`src/rtl/cpu_types_pkg.sv`:
```
// Shared CPU datapath types: machine word and RAM status encoding.
package cpu_types_pkg;

  typedef logic [31:0] word_t;

  typedef enum logic [1:0] {
    FREE   = 2'd0,
    BUSY   = 2'd1,
    ACCESS = 2'd2,
    ERROR  = 2'd3
  } ramstate_t;

endpackage

```
`src/rtl/cache_arbiter_if.sv`:
```
// Cache-side and RAM-side signals of the cache arbiter, grouped as one bus.
interface cache_arbiter_if;
  import cpu_types_pkg::*;

  logic      iREN;
  word_t     iaddr;
  logic      iwait;
  word_t     iload;

  logic      dREN;
  logic      dWEN;
  word_t     daddr;
  word_t     dstore;
  logic      dwait;
  word_t     dload;

  logic      ramREN;
  logic      ramWEN;
  word_t     ramaddr;
  word_t     ramstore;
  word_t     ramload;
  ramstate_t ramstate;

  // Arbiter side.
  modport slave (
    input  iREN, iaddr, dREN, dWEN, daddr, dstore, ramload, ramstate,
    output iwait, iload, dwait, dload, ramREN, ramWEN, ramaddr, ramstore
  );

  // Caches plus RAM, i.e. everything around the arbiter.
  modport master (
    output iREN, iaddr, dREN, dWEN, daddr, dstore, ramload, ramstate,
    input  iwait, iload, dwait, dload, ramREN, ramWEN, ramaddr, ramstore
  );

endinterface

```
`src/rtl/cache_arbiter.sv`:
```
// Single-port RAM arbiter between icache and dcache: dcache priority with an
// anti-starvation override for icache, one grant per word.
module cache_arbiter
  import cpu_types_pkg::*;
#(
  parameter int unsigned STARVE_LIMIT = 4
) (
  input logic            CLK,
  input logic            nRST,
  cache_arbiter_if.slave bus
);

  typedef enum logic [1:0] {
    StIdle,
    StDgrant,
    StIgrant
  } state_e;

  state_e     state_q, state_d;
  logic [2:0] starve_q, starve_d;
  logic       arb_en_q;
  logic       i_access, d_access, d_req, i_starved;

  assign d_req     = bus.dREN | bus.dWEN;
  assign i_access  = (state_q == StIgrant) && (bus.ramstate == ACCESS);
  assign d_access  = (state_q == StDgrant) && (bus.ramstate == ACCESS);
  assign i_starved = (32'(starve_q) >= STARVE_LIMIT) && bus.iREN;

  // Arbitration is held off for the first edge after reset release.
  always_ff @(posedge CLK or negedge nRST) begin
    if (!nRST) begin
      state_q  <= StIdle;
      starve_q <= 3'd0;
      arb_en_q <= 1'b0;
    end else begin
      state_q  <= state_d;
      starve_q <= starve_d;
      arb_en_q <= 1'b1;
    end
  end

  always_comb begin
    state_d = state_q;
    unique case (state_q)
      StIdle: begin
        if (arb_en_q) begin
          if (i_starved)     state_d = StIgrant;
          else if (d_req)    state_d = StDgrant;
          else if (bus.iREN) state_d = StIgrant;
        end
      end
      StDgrant: if (d_access || !d_req)    state_d = StIdle;
      StIgrant: if (i_access || !bus.iREN) state_d = StIdle;
      default:  state_d = StIdle;
    endcase
  end

  // Clear wins over increment; saturate at 7.
  always_comb begin
    starve_d = starve_q;
    if (!bus.iREN || i_access) begin
      starve_d = 3'd0;
    end else if (d_access && (starve_q != 3'd7)) begin
      starve_d = starve_q + 3'd1;
    end
  end

  always_comb begin
    bus.ramREN   = 1'b0;
    bus.ramWEN   = 1'b0;
    bus.ramaddr  = '0;
    bus.ramstore = '0;
    bus.iwait    = 1'b1;
    bus.dwait    = 1'b1;
    unique case (state_q)
      StDgrant: begin
        bus.ramaddr  = bus.daddr;
        bus.ramstore = bus.dstore;
        bus.ramWEN   = bus.dWEN;
        bus.ramREN   = bus.dREN & ~bus.dWEN;
        bus.dwait    = ~d_access;
      end
      StIgrant: begin
        bus.ramaddr = bus.iaddr;
        bus.ramREN  = bus.iREN;
        bus.iwait   = ~i_access;
      end
      default: ;
    endcase
  end

  assign bus.iload = bus.ramload;
  assign bus.dload = bus.ramload;

endmodule

```
`src/flat_wrapper.sv`:
```
// flat-port wrapper written by rule: the top's interface ports become plain ports
module cache_arbiter_flat import cpu_types_pkg::*;
#(
  parameter int unsigned STARVE_LIMIT = 4
)
  (CLK, nRST, bus_iREN, bus_iaddr, bus_dREN, bus_dWEN, bus_daddr, bus_dstore, bus_ramload, bus_ramstate, bus_iwait, bus_iload, bus_dwait, bus_dload, bus_ramREN, bus_ramWEN, bus_ramaddr, bus_ramstore);
  cache_arbiter_if bus_i ();
  input logic CLK;
  input logic nRST;
  input wire logic [$bits(bus_i.iREN)-1:0] bus_iREN;
  input wire logic [$bits(bus_i.iaddr)-1:0] bus_iaddr;
  input wire logic [$bits(bus_i.dREN)-1:0] bus_dREN;
  input wire logic [$bits(bus_i.dWEN)-1:0] bus_dWEN;
  input wire logic [$bits(bus_i.daddr)-1:0] bus_daddr;
  input wire logic [$bits(bus_i.dstore)-1:0] bus_dstore;
  input wire logic [$bits(bus_i.ramload)-1:0] bus_ramload;
  input wire logic [$bits(bus_i.ramstate)-1:0] bus_ramstate;
  output wire logic [$bits(bus_i.iwait)-1:0] bus_iwait;
  output wire logic [$bits(bus_i.iload)-1:0] bus_iload;
  output wire logic [$bits(bus_i.dwait)-1:0] bus_dwait;
  output wire logic [$bits(bus_i.dload)-1:0] bus_dload;
  output wire logic [$bits(bus_i.ramREN)-1:0] bus_ramREN;
  output wire logic [$bits(bus_i.ramWEN)-1:0] bus_ramWEN;
  output wire logic [$bits(bus_i.ramaddr)-1:0] bus_ramaddr;
  output wire logic [$bits(bus_i.ramstore)-1:0] bus_ramstore;
  assign bus_i.iREN = bus_iREN;
  assign bus_i.iaddr = bus_iaddr;
  assign bus_i.dREN = bus_dREN;
  assign bus_i.dWEN = bus_dWEN;
  assign bus_i.daddr = bus_daddr;
  assign bus_i.dstore = bus_dstore;
  assign bus_i.ramload = bus_ramload;
  assign bus_i.ramstate = bus_ramstate;
  assign bus_iwait = bus_i.iwait;
  assign bus_iload = bus_i.iload;
  assign bus_dwait = bus_i.dwait;
  assign bus_dload = bus_i.dload;
  assign bus_ramREN = bus_i.ramREN;
  assign bus_ramWEN = bus_i.ramWEN;
  assign bus_ramaddr = bus_i.ramaddr;
  assign bus_ramstore = bus_i.ramstore;
  cache_arbiter #(.STARVE_LIMIT(STARVE_LIMIT)) u_core (.CLK(CLK), .nRST(nRST), .bus(bus_i));
endmodule
```
`config.mk`:
```
export PLATFORM = sky130hd
export DESIGN_NAME = cache_arbiter_flat
export DESIGN_NICKNAME = d
export VERILOG_FILES = /design/src/rtl/cpu_types_pkg.sv /design/src/rtl/cache_arbiter_if.sv /design/src/rtl/cache_arbiter.sv /design/src/flat_wrapper.sv
export SDC_FILE = /design/constraint.sdc
export NUM_CORES = 1
export LEC_CHECK = 0
export ABC_CLOCK_PERIOD_IN_PS = 3100
export BUFFER_PORTS_ARGS = -buffer_cell sky130_fd_sc_hd__clkbuf_2
export CORE_AREA = 2 2 103 105
export DETAILED_ROUTE_END_ITERATION = 10
export DIE_AREA = 0 0 105 107
export REMOVE_ABC_BUFFERS = 1
export SYNTH_ARGS = -nofsm -noshare
export SYNTH_HDL_FRONTEND = slang
export SYNTH_SLANG_ARGS = --single-unit
```
`constraint.sdc`:
```
create_clock -name CLK -period 3.1 [get_ports CLK]
set_input_delay 0.31 -clock CLK [delete_from_list [all_inputs] [get_ports CLK]]
set_output_delay 0.31 -clock CLK [all_outputs]
set_load 0.02 [all_outputs]
```
==> run metrics, run 1 <==
vias per inst 4.26; Leak roughly 1.1 nW; cts bufs inserted 3; library cells used by synthesis 24; Clk Latency, worst-skew pair 0.22 ns; DRC violations left 0; Hold Path Depth 3; Psw 0.715 mW; top cells by area, synth buf_4 31%, a22oi_1 15%, and2_1 13%, nor2b_1 13%, dfrtp_1 9.4%; P_int 0.598 mW; Congestion Overflow GR 0; top cell type's share of synthesized area approximately 30%; Vias 1,923; RSZ-0062 raised after global routing no; Die Y 107 µm; Arrival @ worst endpoint 2.08 ns; first-pass GRT wire length around 13 mm; vias in the first global route between 1,500 and 2,000; H-tree Lvls 1; Row Count 37; outcome completed; Seq pwr share 7.4%; Avg Cell Area, Syn 7.36 µm²; CTS tree built; final slew viol count 0; # IOs 267; Die Area 11,200 µm²; Max Cap Viol 0; Die X 105 µm; Max clock buf depth 2; switching portion of total power between 50% and 60%; CTS resizes 0; # diodes 0; commonest non-fill, non-tap cell in the layout clkbuf_2; final WL 9.27 mm; Final GP Congestion between 0.7 and 0.8; share of post-route cells with drive strength above 1 a little under three fifths; clock skew 0.000274 ns; Fin. Hold Viols 0; clock share of power between 8 and 9%; final setup fails 0; Final ANT Viol Nets 0; port bufs 170; combinational power share 83.8%; Starting Density 15.7%; CTS sink cnt 6; crit path max fanout 19; Final Hold Slack about 0.42 ns; Final period util about three quarters; Req. time, crit path 2.79 ns; maximum vdd ir drop 0.000143 V; cell count after synthesis 216; antenna violations before repair 0; WL/cell approximately 21 µm; biggest area consumer among synthesized cells buf_4; CTS clk-pin slew, worst paths 0.03 ns; R2R cell count 6; Root Buffer clkbuf_8; Yosys reg bits 6; f_max between 400 and 500 MHz; CP Launch Type register; Worst Hold Class in2reg; P&R area growth vs syn 34.9%; core box area roughly 10,000 µm²; critical path class reg2out; kind of end point of the critical path output pin; register area share after synthesis 9.45%; synthesized cell area 1590 µm²; commonest cells after routing, fill and taps aside 170 x clkbuf_2, 33 x and2_1, 32 x a22oi_1, 32 x nor2b_1; largest net degree at the start of global routing 34; Yosys warning total 0; Fin Setup TNS 0 ns; DRT iter0 DRCs 160; Detailed Routing Iterations Pass 1 4; GR Util All Layers 15.2%; worst slew pin tran 0.807 ns; nets@finish approximately 460; Max-slew headroom between 40% and 50%; post-layout min period 2.39 ns; Power Dens Cells slightly above 600 nW/µm²; dpl hpwl 7.87 mm
final timing paths:
| path | startpoint | to | slack [ns] |
|---|---|---|---|
| worst max-delay path | u_core.state_q[0]$_DFFE_PN0P_ | bus_ramaddr[16] | 0.71 |
| worst min-delay path | bus_iREN | u_core.starve_q[2]$_DFFE_PN0P_ | 0.42 |
| worst max register to register | u_core.state_q[0]$_DFFE_PN0P_ | u_core.starve_q[0]$_DFFE_PN0P_ | 1.19 |
| worst min register to register | u_core.state_q[1]$_DFFE_PN0P_ | u_core.state_q[1]$_DFFE_PN0P_ | 0.53 |
| max in group asynchronous | nRST | u_core.state_q[0]$_DFFE_PN0P_ | 2.49 |
| min in group asynchronous | nRST | u_core.starve_q[0]$_DFFE_PN0P_ | 0.46 |
metal layers:
metal,wire (µm),global-route usage [%]
met5,107,9.52
met3,2110,16.9
met2,3300,18.2
met1,3730,17.8
met4,28,0.762
power groups by stage:
stage	Sequential [mW]	Clock, mW	Combinational [mW]
after global placement	0.0981	0	1.09
after CTS	0.0975	0.120	1.12
after detailed placement	0.0984	0	1.11
after global routing	0.0999	0.127	1.20
final	0.0973	0.115	1.10
after floorplan	0.0966	0	0.694
worst max-delay path: stages (launching register included):
cell      delay, ns
dfrtp_1        0.38
inv_1          0.09
ha_1           0.58
buf_4          0.37
a22oi_1        0.10
nor2b_1        0.14
clkbuf_2       0.18
what timing repair did:
action                                  CTS  global route
endpoints found under the hold margin     6             0
endpoints found under the setup margin    0             0
buffers inserted                          0             0
hold buffers                              1             0
through the flow:
| step | instance area, µm² | instances | util, % | total power, mW | setup WS [ns] |
|---|---|---|---|---|---|
| 2_1_floorplan | 1050 | 138 | - | 0.790 | 0.614 |
| 3_3_place_gp | 2090 | 447 | 20.7 | 1.19 | 0.998 |
| 3_5_place_dp | 2090 | 447 | 20.7 | 1.21 | 0.935 |
| 5_1_grt | 2140 | 451 | 21.2 | 1.43 | 0.513 |
| 6_report | 2140 | 451 | 21.2 | 1.31 | 0.715 |
| 4_1_cts | 2140 | 451 | 21.2 | 1.33 | 0.687 |
cell usage after synthesis:
cell / instances
a21oi_1: 4
a21boi_0: 1
nor2b_1: 32
o21ai_1: 1
nor2_1: 2
conb_1: 1
buf_4: 65
clkbuf_1: 8
nand2_1: 6
o21a_1: 1
a22o_1: 3
xnor2_1: 1
and2_1: 33
nand3b_1: 2
nand2b_1: 1
a22oi_1: 32
o21ai_0: 2
ha_1: 5
nand3b_4: 1
dfrtp_1: 6
inv_1: 2
nor2_4: 1
buf_2: 5
o31ai_1: 1
flip-flops by register name, summed over array words and instances (netlist names):
| register | count |
|---|---|
| u_core.starve_q | 3 |
| u_core.state_q | 2 |
| u_core.arb_en_q | 1 |
area by class of cell:
cell class              instances  area (µm²)
clock buffers                   3        41.3
fillers                      1157        7950
well taps                     136         170
flip-flops and latches          6         150
multi-input cells             130         891
inverters                       2        7.51
repair buffers                174         883
cell families after synthesis:
group,count (synthesis),share of synthesized area (%)
AOI/OAI and AO/OA,45,20.4
xor gates and xnor gates,1,0.551
adders and majority gates,5,3.94
other,1,0.236
DFF,6,9.45
buffers and inverters,80,34.6
and+or+nand+nor,78,30.8
No activity file was read; power rests on OpenSTA's default activity.
==> run 2, diff against run 1 <==
ABC_CLOCK_PERIOD_IN_PS = 2300   (was 3100)
CORE_AREA = 2 2 105 107   (was 2 2 103 105)
DIE_AREA = 0 0 107 109   (was 0 0 105 107)
clock period = 2.3 ns   (was 3.1 ns; I/O delays follow)
==> run metrics, run 2 (synthesis gave the netlist of run 1 again) <==
CTS clk-pin slew, worst paths 0.04 ns (about the same); Vias 1,914 (-0.47%); CTS tree built; Placed Area 2100 µm² (+0.60%); dpl hpwl 8.47 mm (+7.6%); Row Count 38 (+2.7%); post-CTS setup buffer count 0 (unchanged); WL/cell 20.9 µm (+1.8%); Power Dens Cells 817 nW/µm² (+33%); CP Launch Type register; largest net degree at the start of global routing 36 (+5.9%); nets@finish 458 (+0.22%); flop2flop setup slack 0.65 ns (-0.54 ns); first-pass GRT wire length 12.4 mm (-1.0%); Clk Latency, worst-skew pair 0.22 ns (about the same); Fill cells 1,196 (+3.4%); GR Util All Layers 15.0% (-0.21 points); outcome completed; crit path max fanout 35 (+16); H-tree Lvls 1 (unchanged); Root Buffer clkbuf_8; Starting Density 15.0% (-0.76 points); RSZ-0062 raised after global routing no; largest registers u_core.starve_q: 3 flops, u_core.state_q: 2 flops, u_core.arb_en_q: 1 flops; commonest cells after routing, fill and taps aside 170 x clkbuf_2, 33 x and2_1, 32 x a22oi_1, 32 x nor2b_1; commonest non-fill, non-tap cell in the layout clkbuf_2; multi-input logic area 891 µm² (unchanged); maximum vdd ir drop 0.000398 V (+180%); Die X 107 µm (+1.9%); share of post-route cells with drive strength above 1 57.0% (+0.14 points); critical path class reg2out; kind of end point of the critical path output pin; clock skew 0.00101 ns (+0.000731 ns); # IOs 267 (unchanged); P&R area growth vs syn 35.7%; f_max 510 MHz; Arrival @ worst endpoint 1.73 ns (-0.35 ns); Worst Hold Class in2reg; R2R cell count 7 (+1); core box area 10,600 µm² (+5.1%); port bufs 170 (unchanged); Final GP Congestion 0.662 (-15%); Max clock buf depth 2 (unchanged); Fin. Hold Viols 0 (unchanged); storage element area 150 µm² (unchanged); final setup fails 0 (unchanged); cts bufs inserted 3 (unchanged); Leak 1.15 nW (+0.44%); Req. time, crit path 2.07 ns (-0.72 ns); DRT iter0 DRCs 90 (-44%); max FFs per register 3 (unchanged); final slew viol count 0 (unchanged); final WL 9.54 mm (+2.9%); Max Cap Viol 0 (unchanged); Hold Path Depth 3 (unchanged); Final ANT Viol Nets 0 (unchanged); vias per inst 4.20 (-1.6%); post-route cell area 2160 µm² (+0.58%); vias in the first global route 1,753 (-4.4%); antenna violations before repair 0 (unchanged); Congestion Overflow GR 0 (unchanged); Detailed Routing Iterations Pass 1 4 (unchanged); reg2reg end u_core.state_q[1]$_DFFE_PN0P_; DRC violations left 0 (unchanged); Worst R2R Start u_core.state_q[0]$_DFFE_PN0P_; most flop-heavy register u_core.starve_q; Fin Setup TNS 0 ns (unchanged); Die Y 109 µm (+1.9%); Hold Startpoint bus_iREN; Hold EP u_core.starve_q[1]$_DFFE_PN0P_; Die Area 11,700 µm² (+3.8%); CTS sink cnt 6 (unchanged); # diodes 0 (unchanged); Final period util 85.2%; post-layout min period between 1.5 and 2 ns
## run 2: changes by cell type in the layout (fill, tap and decap cells not counted)
cell	before	now
buf_4	3	4
## run 2: how the worst max path moves through the flow
stage	slack, ns	depth (start not counted)	endpoint	start
after global placement	0.58	6	bus_ramaddr[9]	u_core.state_q[1]$_DFFE_PN0P_
after CTS	0.28	6	bus_ramaddr[9]	u_core.state_q[1]$_DFFE_PN0P_
after global routing	0.20	6	bus_ramaddr[9]	u_core.state_q[1]$_DFFE_PN0P_
after floorplan	-0.11	4	bus_ramREN	u_core.state_q[1]$_DFFE_PN0P_
final	0.34	6	bus_ramaddr[9]	u_core.state_q[1]$_DFFE_PN0P_
after detailed placement	0.51	6	bus_ramaddr[9]	u_core.state_q[1]$_DFFE_PN0P_
## run 2: critical path: stages, from the launching register on
cell and delay (ns):
dfrtp_1 0.39, inv_1 0.09, ha_2 0.17, buf_4 0.33, a22oi_1 0.18, nor2b_1 0.16
clkbuf_2 0.19
## run 2: what timing repair did
item	in CTS	in global routing
hold buffers	1	0
resized for setup	0	0
hold endpoints to repair	6	0
## run 2: cell type report
| type | count | share of cell area [%] |
|---|---|---|
| Clock buffer | 3 | 1.92 |
| Inverter | 2 | 0.348 |
| Multi-Input combinational cell | 130 | 41.3 |
| Sequential cell | 6 | 6.96 |
| Tap cell | 140 | 8.13 |
| Timing Repair Buffer | 175 | 41.3 |
## run 2: power breakdown
group          internal [mW]  switching [mW]
Sequential             0.121          0.0110
Combinational          0.566           0.910
Clock                  0.112          0.0425
Total                  0.799           0.963
## run 2: routing by layer
layer,vias up,share of wire (%),global-route usage [%],wire (µm)
met5,-,1.2,8.04,110
met4,4,0.17,0.742,16
met3,4,22,15.3,2070
met2,190,43,22.5,4120
met1,861,34,15.0,3220
li1,855,-,-,-
## run 2: stage by stage
stage	power, mW	util [%]	setup WS [ns]	cells	hold slack, ns
3_5_place_dp	1.62	19.8	0.513	452	0.0629
5_1_grt	1.91	20.3	0.204	456	0.378
6_report	1.76	20.3	0.340	456	0.333
3_3_place_gp	1.60	19.8	0.584	452	0.0597
4_1_cts	1.79	20.3	0.276	456	0.327
2_1_floorplan	1.07	-	-0.106	138	-0.0656
